==> src/rtl/proj_pkg.sv <==
// Shared constants and types for the projection pipeline.
// This slice holds the min-hash sorter's table entry type.
package proj_pkg;

  localparam int INDICE_LEN                    = 5;
  localparam int SORTER_EXTENDER_INDICES_COUNT = 4;
  localparam int SORTER_HASH_LEN               = 16;

  typedef struct packed {
    logic                       valid;
    logic [SORTER_HASH_LEN-1:0] hash;
    logic [INDICE_LEN-1:0]      index;
  } sorter_entry_t;

  typedef enum logic {
    COLLECT = 1'b0,
    HOLD    = 1'b1
  } sorter_state_t;

endpackage

==> src/rtl/proj_minhash_sorter_if.sv <==
// Hash stream in, position array out; master is the upstream/extender side.
interface proj_minhash_sorter_if #(
  parameter int HASH_LEN      = 16,
  parameter int INDICE_LEN    = 5,
  parameter int INDICES_COUNT = 4
);
  logic                              in_valid;
  logic [HASH_LEN-1:0]               in_hash;
  logic                              in_last;
  logic                              in_ready;
  logic                              out_valid;
  logic                              out_ready;
  logic [INDICES_COUNT*INDICE_LEN-1:0] out_kmer_indices;
  logic [$clog2(INDICES_COUNT+1)-1:0]  out_count;
  logic                              out_err;

  modport master (
    output in_valid, in_hash, in_last, out_ready,
    input  in_ready, out_valid, out_kmer_indices, out_count, out_err
  );

  modport slave (
    input  in_valid, in_hash, in_last, out_ready,
    output in_ready, out_valid, out_kmer_indices, out_count, out_err
  );
endinterface

==> src/rtl/proj_sorter_cell.sv <==
// One slot of the sorted shift-register table. take marks where the new hash
// belongs; a slot whose upstream neighbour also takes shifts that entry down.
module proj_sorter_cell
  import proj_pkg::*;
(
  input  logic          clk,
  input  logic          rst,
  input  logic          clr,
  input  logic          insert_en,
  input  sorter_entry_t new_entry,
  input  sorter_entry_t up_entry,
  input  logic          up_take,
  output sorter_entry_t entry,
  output logic          take
);
  sorter_entry_t entry_reg;

  // Strict less-than keeps an earlier equal hash in front of a later one.
  assign take  = !entry_reg.valid || (new_entry.hash < entry_reg.hash);
  assign entry = entry_reg;

  always_ff @(posedge clk) begin
    if (rst || clr) begin
      entry_reg <= '0;
    end else if (insert_en && take) begin
      entry_reg <= up_take ? up_entry : new_entry;
    end
  end
endmodule

==> src/rtl/proj_minhash_sorter.sv <==
// Streaming min-k selector: keeps the smallest hashes of a fragment with their
// positions and hands the position array to the extender at fragment end.
module proj_minhash_sorter
  import proj_pkg::*;
#(
  parameter int HASH_LEN      = SORTER_HASH_LEN,
  parameter int INDICE_LEN    = proj_pkg::INDICE_LEN,
  parameter int INDICES_COUNT = SORTER_EXTENDER_INDICES_COUNT
) (
  input logic                  clk,
  input logic                  rst,
  proj_minhash_sorter_if.slave bus
);
  localparam int CNT_W = $clog2(INDICES_COUNT + 1);
  localparam logic [INDICE_LEN-1:0] POS_MAX = '1;

  sorter_state_t         state_reg, state_next;
  logic [INDICE_LEN-1:0] pos_reg;
  logic                  err_reg;
  logic [HASH_LEN-1:0]   hash_w;
  logic                  accept, handshake;
  sorter_entry_t         new_entry;
  sorter_entry_t         entry_arr [INDICES_COUNT];
  logic                  take_arr  [INDICES_COUNT];

  assign hash_w    = bus.in_hash;
  assign accept    = bus.in_valid && (state_reg == COLLECT);
  assign handshake = bus.out_ready && (state_reg == HOLD);
  assign new_entry = '{valid: 1'b1, hash: hash_w, index: pos_reg};

  always_ff @(posedge clk) begin
    if (rst) state_reg <= COLLECT;
    else     state_reg <= state_next;
  end

  always_comb begin
    state_next = state_reg;
    case (state_reg)
      COLLECT: if (accept && bus.in_last) state_next = HOLD;
      HOLD:    if (bus.out_ready)         state_next = COLLECT;
      default: state_next = COLLECT;
    endcase
  end

  always_ff @(posedge clk) begin
    if (rst) begin
      pos_reg <= '0;
      err_reg <= 1'b0;
    end else if (handshake) begin
      pos_reg <= '0;
    end else if (accept) begin
      if (pos_reg == POS_MAX) begin
        if (!bus.in_last) err_reg <= 1'b1;
      end else begin
        pos_reg <= pos_reg + 1'b1;
      end
    end
  end

  for (genvar gi = 0; gi < INDICES_COUNT; gi++) begin : g_cell
    sorter_entry_t up_entry;
    logic          up_take;
    if (gi == 0) begin : g_head
      assign up_entry = '0;
      assign up_take  = 1'b0;
    end else begin : g_link
      assign up_entry = entry_arr[gi-1];
      assign up_take  = take_arr[gi-1];
    end
    proj_sorter_cell u_cell (
      .clk       (clk),
      .rst       (rst),
      .clr       (handshake),
      .insert_en (accept),
      .new_entry (new_entry),
      .up_entry  (up_entry),
      .up_take   (up_take),
      .entry     (entry_arr[gi]),
      .take      (take_arr[gi])
    );
  end

  // Invalid slots may carry shifted-in leftovers, so mask them to zero.
  logic [INDICES_COUNT*INDICE_LEN-1:0] indices_next;
  logic [CNT_W-1:0]                    count_next;
  always_comb begin
    indices_next = '0;
    count_next   = '0;
    for (int i = 0; i < INDICES_COUNT; i++) begin
      if (entry_arr[i].valid) begin
        indices_next[i*INDICE_LEN +: INDICE_LEN] = entry_arr[i].index;
        count_next = count_next + 1'b1;
      end
    end
  end

  assign bus.in_ready         = (state_reg == COLLECT);
  assign bus.out_valid        = (state_reg == HOLD);
  assign bus.out_kmer_indices = indices_next;
  assign bus.out_count        = count_next;
  assign bus.out_err          = err_reg;
endmodule

==> src/flat_wrapper.sv <==
// flat-port wrapper written by rule: the top's interface ports become plain ports
module proj_minhash_sorter_flat import proj_pkg::*;
#(
  parameter int HASH_LEN      = SORTER_HASH_LEN,
  parameter int INDICE_LEN    = proj_pkg::INDICE_LEN,
  parameter int INDICES_COUNT = SORTER_EXTENDER_INDICES_COUNT
)
  (clk, rst, bus_in_valid, bus_in_hash, bus_in_last, bus_out_ready, bus_in_ready, bus_out_valid, bus_out_kmer_indices, bus_out_count, bus_out_err);
  proj_minhash_sorter_if #(.HASH_LEN(HASH_LEN), .INDICE_LEN(INDICE_LEN), .INDICES_COUNT(INDICES_COUNT)) bus_i ();
  input logic clk;
  input logic rst;
  input wire logic [$bits(bus_i.in_valid)-1:0] bus_in_valid;
  input wire logic [$bits(bus_i.in_hash)-1:0] bus_in_hash;
  input wire logic [$bits(bus_i.in_last)-1:0] bus_in_last;
  input wire logic [$bits(bus_i.out_ready)-1:0] bus_out_ready;
  output wire logic [$bits(bus_i.in_ready)-1:0] bus_in_ready;
  output wire logic [$bits(bus_i.out_valid)-1:0] bus_out_valid;
  output wire logic [$bits(bus_i.out_kmer_indices)-1:0] bus_out_kmer_indices;
  output wire logic [$bits(bus_i.out_count)-1:0] bus_out_count;
  output wire logic [$bits(bus_i.out_err)-1:0] bus_out_err;
  assign bus_i.in_valid = bus_in_valid;
  assign bus_i.in_hash = bus_in_hash;
  assign bus_i.in_last = bus_in_last;
  assign bus_i.out_ready = bus_out_ready;
  assign bus_in_ready = bus_i.in_ready;
  assign bus_out_valid = bus_i.out_valid;
  assign bus_out_kmer_indices = bus_i.out_kmer_indices;
  assign bus_out_count = bus_i.out_count;
  assign bus_out_err = bus_i.out_err;
  proj_minhash_sorter #(.HASH_LEN(HASH_LEN), .INDICE_LEN(INDICE_LEN), .INDICES_COUNT(INDICES_COUNT)) u_core (.clk(clk), .rst(rst), .bus(bus_i));
endmodule
==> config.mk <==
export PLATFORM = sky130hd
export DESIGN_NAME = proj_minhash_sorter_flat
export DESIGN_NICKNAME = d
export VERILOG_FILES = /design/src/rtl/proj_pkg.sv /design/src/rtl/proj_minhash_sorter_if.sv /design/src/rtl/proj_sorter_cell.sv /design/src/rtl/proj_minhash_sorter.sv /design/src/flat_wrapper.sv
export SDC_FILE = /design/constraint.sdc
export NUM_CORES = 1
export LEC_CHECK = 0
export CAP_MARGIN = 0
export CORE_MARGIN = 1
export CORE_UTILIZATION = 50
export DETAILED_ROUTE_END_ITERATION = 10
export GPL_TIMING_DRIVEN = 0
export PLACE_DENSITY = 0.82
export SYNTH_ARGS = -nofsm -noshare
export SYNTH_HDL_FRONTEND = slang
export SYNTH_SLANG_ARGS = --single-unit
==> constraint.sdc <==
create_clock -name clk -period 6.21 [get_ports clk]
set_input_delay 1.242 -clock clk [delete_from_list [all_inputs] [get_ports clk]]
set_output_delay 1.242 -clock clk [all_outputs]
set_load 0.05 [all_outputs]
==> key figures, run 1 <==
Outcome
  • Outcome: finished, violations left
  • Failing checks: design-rule violations

Detailed routing
  • Initial drt markers: 433
  • Post-Route WL: 16430 um
  • DRT antenna net count: 0
  • Max Used Layer: met4
  • Drt wl/cell: 16.87 um
  • Wire length on met2: 7763 um
  • Drc violations: 4
  • WL met1: 7224 um
  • Via density: 6.028
  • First drt pass iteration count: 10
  • Vias: 5871
  • Met3 routed WL: 1037 um

Logic synthesis
  • Mux share of post-synthesis cell area: 0.1879%
  • Ys Warns: 0
  • Top FF cell, synth: dfxtp_1
  • Synth area leader: dfxtp_1
  • Syn Nets: 855
  • Top cell type's share of synthesized area: 31.74%
  • Register area share after synthesis: 31.74%
  • Syn Inst Count: 769
  • Post-synth ARST share: 0%
  • Xor/xnor cell area share of the yosys netlist: 0.8770%
  • Largest family of logic cells by synthesized area: compound AO/OA/AOI/OAI gates
  • Post-synth EDFFs: 0
  • Synth area leaders: dfxtp_1 32%, ha_1 14%, a21oi_1 6.8%
  • Simple-gate share of the synthesized area: 16.20%
  • Netlist cell types: 48
  • Post-Synth Adder-Cell Area: 13.57%
  • Avg Inst Size Synth: 7.792 um^2
  • Post-Syn Area: 0.005992 mm^2
  • Number of synthesized register bits: 95
  • Complex-gate fraction of the synthesized area: 29.07%

CTS
  • PostCTS Resize Cnt: 0
  • TritonCTS buffer count: 9
  • Clk root buf: clkbuf_16
  • Clk Latency, worst-skew pair: 0.35 ns
  • H-tree Lvls: 3
  • Hold buffers post-CTS: 0
  • Clk pin slew, worst setup/hold paths: 0.07 ns
  • Clock sink total: 95
  • CTS tree: yes
  • Longest Clk Path Bufs: 2
  • Postcts setup bufs: 0

Global routing
  • Aggregate global routing overflow: 0
  • First-pass GRT wire length: 27650 um
  • Initial antenna violation count: 0
  • Total GRT Usage: 27.34%
  • Vias in the first global route: 5740
  • Largest net degree at the start of global routing: 17

Timing
  • Slew HR: 55.41%
  • Final worst path period share: 77.51%
  • Max-slew violation count: 0
  • Endpoints failing setup: 0
  • Fmax: 0.2078 GHz
  • Fin crit period: 4.813 ns
  • RSZ-0062 raised after global routing: false
  • Worst Clk Skew: 0.009685 ns
  • Setup TNS: 0 ns
  • Slew @ Worst Pin: 0.6689 ns
  • Hold Vio Cnt, Final: 0

Critical path
  • CP Capture Type: output port
  • CP startpoint kind: register
  • Worst Path Max Fanout: 10
  • Worst EP arrival: 3.57 ns
  • WS Path Type: reg -> out
  • Critical Path RT: 4.97 ns

Finish
  • Most common cell after layout, fill and taps aside: dfxtp_1
  • Largest register FFs: 88
  • Diode count: 0
  • Area Overhead vs Synth: 16.81%
  • Layout cells sized above 1: 4.452%
  • Most frequent cells in the layout: 95 x dfxtp_1, 82 x a21oi_1, 65 x inv_1, 65 x nand3_1, 65 x ha_1
  • Layout net count: 912
  • Fill cells: 1038

Die
  • Die Y: 111.5 um
  • Die W: 111.5 um
  • Row cnt: 39
  • Ports: 47
  • Full die area: 0.01243 mm^2
  • Initial core utilization: 51.81%
  • Placeable Area: 0.01156 mm^2

Pwr
  • Maximum vdd ir drop: 0.0001599 V
  • LEAKAGE: 2.536 nW
  • Total power: 1.890 mW
  • Pwr dens: 270.1 mW/mm^2

Min path
  • Type of the worst min-delay path: reg -> reg

Place
  • GP Congestion: 0.8915
  • DP HPWL: 12670 um
  • Buffers on Ports: 46

Run
  • Max_cap viols: 0
[worst max-delay path: stages, from the launching register on]
cell and delay (ns):
dfxtp_1 0.35, clkbuf_1 0.34, clkinv_1 0.31, clkbuf_1 0.32, ha_1 0.42, xor2_1 0.24, ha_1 0.19, nand2_1 0.06
xor2_1 0.17, clkdlybuf4s50_1 0.81
[worst paths after layout]
check                                                  startpoint                          endpoint  slack, ns  cells past startpoint
worst min register to register   u_core.g_cell[2].u_cell.entry[9]  u_core.g_cell[3].u_cell.entry[9]       0.47                      2
worst max-delay path            u_core.g_cell[0].u_cell.entry[21]                  bus_out_count[2]       1.40                      9
worst max register to register  u_core.g_cell[3].u_cell.entry[20]  u_core.g_cell[3].u_cell.entry[4]       3.38                      9
worst min-delay path             u_core.g_cell[2].u_cell.entry[9]  u_core.g_cell[3].u_cell.entry[9]       0.47                      2
[synth_stat cells (3+ instances only)]
library cell	count
buf_2	10
nor2b_1	6
and2_1	20
buf_1	3
nor3_1	28
dfxtp_1	95
nand4_1	8
nand2b_1	6
a311oi_1	22
a21o_1	18
ha_1	65
clkbuf_1	45
a31oi_1	24
nand2_1	43
o21ai_0	57
xor2_1	5
a21oi_1	82
nand3_1	65
nor2_1	18
o21ai_1	21
o21a_1	6
a211oi_1	7
inv_1	65
o211ai_1	21
[layer usage]
layer	GRT usage [%]	vias to the layer above
met5	0	-
met4	9.459	0
met3	4.083	39
met2	47.38	190
met1	34.62	2729
li1	-	2913
[power breakdown]
group	internal [mW]	leakage (nW)	switching, mW
Sequential	0.672	0.781	0.0461
Combinational	0.182	1.58	0.311
Clock	0.436	0.180	0.244
[cells by family (layout without fill, tap and decap cells)]
| kind of cell | after synthesis | after routing |
|---|---|---|
| xor gates and xnor gates | 6 | 6 |
| adders and majority gates | 65 | 65 |
| DFF | 95 | 95 |
| and+or+nand+nor | 198 | 198 |
| AOI/OAI and AO/OA | 278 | 278 |
| buffers and inverters | 126 | 188 |
| muxes | 1 | 1 |
[final cells by class]
type                       instances  area [um^2]  area share (%)
multi-input combinational        548         3590           51.29
tap                              143        178.9           2.556
inverter                          66        247.7           3.540
clock inverter                     7        142.6           2.038
timing repair buffer              46        460.4           6.578
sequential                        95         1902           27.17
clock buffer                       9        225.2           3.218
buffer                            60        252.7           3.611
[stage by stage]
stage / instances / area [um^2] / setup slack (ns) / hold WS (ns) / utilization [%]
after floorplan: 769 / 5992 / 2.397 / 0.4370 / -
after global placement: 958 / 6631 / 1.751 / 0.4542 / 57.34
after detailed placement: 958 / 6631 / 1.715 / 0.4581 / 57.34
after CTS: 974 / 6999 / 1.397 / 0.4652 / 60.52
after global routing: 974 / 6999 / 1.191 / 0.4863 / 60.52
final: 974 / 6999 / 1.397 / 0.4671 / 60.52
Power figures use the tool's default switching activity.
==> run 2: changes to the inputs <==
clock period = 4.8 ns   (was 6.21 ns; I/O delays follow)
==> results of run 2 <==
Same layout as run 1 (identical final DEF). Status: finished, violations left: design-rule violations.
Among the figures that moved: setup slack after placement 1.715 ns -> 0.5873 ns; setup slack after layout 1.397 ns -> 0.2687 ns; register-to-register setup slack 3.38 ns -> 1.97 ns; total power 1.890 mW -> 2.445 mW; worst IR drop on VDD 0.0001599 V -> 0.0002069 V
==> edit 1, RTL diff (flow settings as in run 2) <==
Reset style: asynchronous (`rst`), changed in 2 clocked blocks.
--- a/src/rtl/proj_minhash_sorter.sv
+++ b/src/rtl/proj_minhash_sorter.sv
@@ -28,7 +28,7 @@
   assign handshake = bus.out_ready && (state_reg == HOLD);
   assign new_entry = '{valid: 1'b1, hash: hash_w, index: pos_reg};
 
-  always_ff @(posedge clk) begin
+  always_ff @(posedge clk or posedge rst) begin
     if (rst) state_reg <= COLLECT;
     else     state_reg <= state_next;
   end
@@ -42,7 +42,7 @@
     endcase
   end
 
-  always_ff @(posedge clk) begin
+  always_ff @(posedge clk or posedge rst) begin
     if (rst) begin
       pos_reg <= '0;
       err_reg <= 1'b0;
Function: differs if rst is asserted again (counterexample within 4 cycles, from zero or initial values and one cycle with rst high); with rst held inactive, the same outputs for 4 cycles.
==> edit 1 against run 2 <==
- via count is 0.63% lower
- fmax fell by 1.9%
- total power decreased by 3.9%
- wire length increased by 0.67%
- register-to-register slack improved by 0.18 ns
- combinational power grew 8.8%
- synthesized area increased by 2.0%
- final area increased by 0.68%
- non-clock buffer count did not move
- core utilization is 1.6 points lower
- worst setup slack lost 0.089 ns
- count of clock-buffer cells in the layout rose by 1
- sequential cell count stayed put
==> edit 1: results (changes against run 2) <==
reg2reg_depth: 9  # unchanged
status: "complete, no violations"  # was finished, violations left
power_leakage_nw: 2.49  # was 2.54 nW
final-max-slew-violation-count: 0  # unchanged
cpPeakStageDelay_ns: 0.71  # was 0.81 ns
place_ws_ns: 0.613  # was 0.587 ns
cts_root_buf: "clkbuf_16"  # unchanged
place_inst: 934  # was 958
viasPerCell: 6.14  # was 6.03
switching_share_pct: 34.7  # was 31.8%
placed_area_um2: 6760  # was 6630 µm²
rrSetupSlack_ns: 2.15  # was 1.97 ns
cts_buffers: 9  # unchanged
hp-start: "u_core.g_cell[0].u_cell.entry[2]"  # was u_core.g_cell[2].u_cell.entry[9]
groute.usage.overall_pct: 26.9  # was 27.3%
wire_per_inst_um: 17.4  # was 16.9 µm
grt_pass1_wl_um: 27100  # was 27600 µm
power.net_switching_uw: 815  # was 778 µW
gp_congestion: 0.861  # was 0.892
hold_path.class: "reg -> reg"  # unchanged
ys_types: 55  # was 48
drtIter0Drc: 318  # was 433
first_global_vias: 5478  # was 5740
reg2reg_to: "u_core.g_cell[2].u_cell.entry[13]"  # was u_core.g_cell[3].u_cell.entry[4]
grtUsageMet2_pct: 45.6  # was 47.4%
layout-drive-gt1-share_pct: 6.72  # was 4.45%
ir_drop_mv: 0.199  # was 0.207 mV
cts_resized: 0  # unchanged
gr-usage-met1_pct: 33.2  # was 34.6%
fin_skew_ns: 0.00920  # was 0.00969 ns
worst_pin_slew_ns: 0.710  # was 0.669 ns
syn_area_per_cell_um2: 8.25  # was 7.79 µm²
nets: 884  # was 912
whs_path_depth: 2  # unchanged
antenna_found_initial: 0  # unchanged
slowest_stage: "clkdlybuf4s50_1"  # unchanged
critical_path_arrival_ns: 3.66  # was 3.57 ns
hold_ws_ns: 0.479  # was 0.467 ns
syn_nets: 827  # was 855
clk_latency_ns: 0.35  # about the same
ys_top_cells_by_count: "o21ai_0, dfxtp_1, ha_1, inv_1, a21oi_1"  # was dfxtp_1, a21oi_1, ha_1, inv_1, nand3_1
seq_area_frac_synth_pct: 31.7  # about the same
clk_pin_slew_ns: 0.07  # about the same
seq-power_uw: 946  # was 929 µW
hpwl_um: 13000  # was 12700 µm
drt_pass1_iterations: 7  # was 10
diodes: 0  # unchanged
instances_no_fill: 950  # was 974
htreeDepth: 3  # unchanged
largest_reg_flops: 88  # unchanged
whs_endpoint: "u_core.g_cell[0].u_cell.entry[2]"  # was u_core.g_cell[3].u_cell.entry[9]
r2r-start: "u_core.g_cell[2].u_cell.entry[12]"  # was u_core.g_cell[3].u_cell.entry[20]
synth_ff_type: "dfxtp_1"  # unchanged
grt_max_degree: 16  # was 17
clockBufferDepth: 2  # unchanged
ys_async_sr_fraction_pct: 7.37  # was 0%
met3_usage_pct: 4.43  # was 4.08%
p_comb_share_pct: 29.5  # was 26.1%
synthTopCellsByArea: "dfxtp_1, ha_1, o21ai_0"  # was dfxtp_1, ha_1, a21oi_1
-- edit 1: changes by cell type after synthesis, sizes merged, moves of 7 or more --
cell           run 2  this run
o21ai             79        95
a221oi             0        31
a31oi             24        45
nor2              18        11
nand3             65        44
nand2             43        24
a21oi             83        56
a21o              18         3
dfxtp             95        88
dfrtp              0         7
-- edit 1: logic make-up (layout without fill, tap and decap cells) --
logic type	Yosys count	in the layout	share of synthesized area [%]
fa+ha+maj	65	65	13.3
compound gates	303	303	33.2
simple gates	146	146	12.2
mux	2	2	0.368
xor+xnor	3	3	0.430
buf+inv	127	189	8.86
flops	95	95	31.7
-- edit 1: worst max path at each step --
| stage | startpoint | endpoint | slack [ns] | cells after the start |
|---|---|---|---|---|
| after global placement | u_core.g_cell[0].u_cell.entry[21] | bus_out_count[1] | 0.63 | 8 |
| after global routing | u_core.g_cell[0].u_cell.entry[21] | bus_out_count[2] | 0.02 | 9 |
| final | u_core.g_cell[0].u_cell.entry[21] | bus_out_count[1] | 0.18 | 8 |
| after floorplan | u_core.g_cell[0].u_cell.entry[21] | bus_out_count[2] | 1.27 | 8 |
| after detailed placement | u_core.g_cell[0].u_cell.entry[21] | bus_out_count[2] | 0.61 | 9 |
| after CTS | u_core.g_cell[0].u_cell.entry[21] | bus_out_count[1] | 0.22 | 8 |
-- edit 1: cell type report --
type,instances,area [µm²]
Tap cell,147,184
Buffer,60,290
Sequential cell,95,1940
Inverter,67,251
Timing Repair Buffer,46,460
Multi-Input combinational cell,519,3630
Fill cell,1058,4910
Clock inverter,6,61.3
Clock buffer,10,229
-- edit 1: routing by layer --
metal | share of wire (%) | wire length (µm)
met3 | 4.6 | 754
met4 | 3.6 | 599
met5 | 0 | 0
met2 | 47 | 7820
met1 | 44 | 7360
==> edit 2, RTL diff (flow settings as in run 2) <==
Without the edit above. Set the package constant `SORTER_HASH_LEN` to 8 (it was 16).
--- a/src/rtl/proj_pkg.sv
+++ b/src/rtl/proj_pkg.sv
@@ -4,7 +4,7 @@
 
   localparam int INDICE_LEN                    = 5;
   localparam int SORTER_EXTENDER_INDICES_COUNT = 4;
-  localparam int SORTER_HASH_LEN               = 16;
+  localparam int SORTER_HASH_LEN               = 8;
 
   typedef struct packed {
     logic                       valid;
Ports: changed (resized bus_in_hash); port bits go from 47 to 39. No check against the original RTL was run, so the function may have changed too.
==> edit 2 against run 2 <==
- count of clock-buffer cells in the layout rose by 4
- worst setup slack improved by 0.52 ns
- critical path type unchanged
- sequential power fell by 35%
- final area fell by 37%
- total power fell by 41%
- final cell count fell by 41%
- global-route usage fell by 3.3 points
- synthesized area fell by 38%
- wire length fell by 45%
- synthesized cell count fell by 45%
- sequential cell count fell by 32
- critical path depth fell by 2
- combinational power fell by 45%
==> edit 2: results (changes against run 2) <==
io_buffers: 38  # was 46
worst_pin_slew_ns: 0.658  # was 0.669 ns
powerDensity_nw_per_um2: 325  # was 349 nW/µm²
viasPerCell: 5.67  # was 6.03
largest_reg_flops: 56  # was 88
ys_top_cells_by_count: "dfxtp_1, a21oi_1, mux2i_1"  # was dfxtp_1, a21oi_1, ha_1, inv_1, nand3_1
hpwl_um: 6760  # was 12700 µm
routed_wl_um: 9010  # was 16400 µm
syn_nets: 469  # was 855
startpoint: "u_core.g_cell[1].u_cell.entry[13]"  # was u_core.g_cell[0].u_cell.entry[21]
drt_pass1_iterations: 7  # was 10
critical_path_arrival_ns: 3.05  # was 3.57 ns
first_global_vias: 3017  # was 5740
groute.usage.overall_pct: 24.0  # was 27.3%
place_inst: 560  # was 958
hp-start: "u_core.bus.out_err"  # was u_core.g_cell[2].u_cell.entry[9]
clk_pin_slew_ns: 0.07  # about the same
synthTopCellsByArea: "dfxtp_1, ha_1, mux2i_1"  # was dfxtp_1, ha_1, a21oi_1
grt_pass1_wl_um: 14000  # was 27600 µm
nets: 518  # was 912
fp-row-count: 31  # was 39
power_leakage_nw: 1.82  # was 2.54 nW
ir_drop_mv: 0.149  # was 0.207 mV
wire_per_inst_um: 15.6  # was 16.9 µm
layout-drive-gt1-share_pct: 9.01  # was 4.45%
cts_root_buf: "clkbuf_8"  # was clkbuf_16
drtIter0Drc: 166  # was 433
fin_skew_ns: 0.00792  # was 0.00969 ns
seq_area_frac_synth_pct: 34.0  # was 31.7%
synthCells: 423  # was 769
status: "complete, no violations"  # was finished, violations left
cts_buffers: 9  # unchanged
grt_max_degree: 11  # was 17
gp_congestion: 0.828  # was 0.892
ys_types: 41  # was 48
[edit 2: cell type report]
type,instances,area (µm²)
plain buffers,26,129
inverters,34,128
clock buffers,13,169
flip-flops and latches,63,1260
repair buffers,38,380
multi-input cells,300,2190
clock inverters,3,40.0
well taps,99,124
fillers,633,2790
[edit 2: stage by stage]
step	setup slack [ns]	cell area (µm²)
after floorplan	1.63	3710
after global placement	1.20	4210
after detailed placement	1.10	4210
after CTS	0.771	4420
after global routing	0.642	4420
final	0.791	4420
[edit 2: per-layer routing]
metal  vias to the layer above  global-route usage, %  routed length [µm]
li1                       1609                      -                   -
met1                      1535                   28.1                3940
met2                        95                   41.9                4450
met3                        26                   3.58                 380
met4                         0                   13.6                 241
met5                         -                      0                   0
[edit 2: worst max-delay path, stage by stage (launching register included)]
cell and delay (ns):
dfxtp_1 0.34, clkbuf_1 0.37, inv_1 0.13, ha_1 0.34
xor2_1 0.26, ha_1 0.29, mux2_2 0.27, clkdlybuf4s50_1 0.70
[edit 2: path summary, 6_finish.rpt]
path         slack (ns)  cells past startpoint                          endpoint
min reg2reg        0.48                      2                u_core.bus.out_err
max                0.79                      7                  bus_out_count[1]
min                0.48                      2                u_core.bus.out_err
max reg2reg        2.28                      8  u_core.g_cell[2].u_cell.entry[8]
[edit 2: cells by family (layout without fill, tap and decap cells)]
logic type / Yosys count / in the layout / share of synthesized area [%]
simple gates: 99 / 99 / 12.6
xor+xnor: 6 / 6 / 1.42
buf+inv: 60 / 114 / 6.92
flops: 63 / 63 / 34.0
fa+ha+maj: 33 / 33 / 11.1
mux: 40 / 40 / 10.8
compound gates: 122 / 122 / 23.1
[edit 2: power breakdown]
group,internal [mW],total (mW),switching [mW]
Clock,0.281,0.485,0.204
Combinational,0.139,0.350,0.210
Sequential,0.569,0.603,0.0348
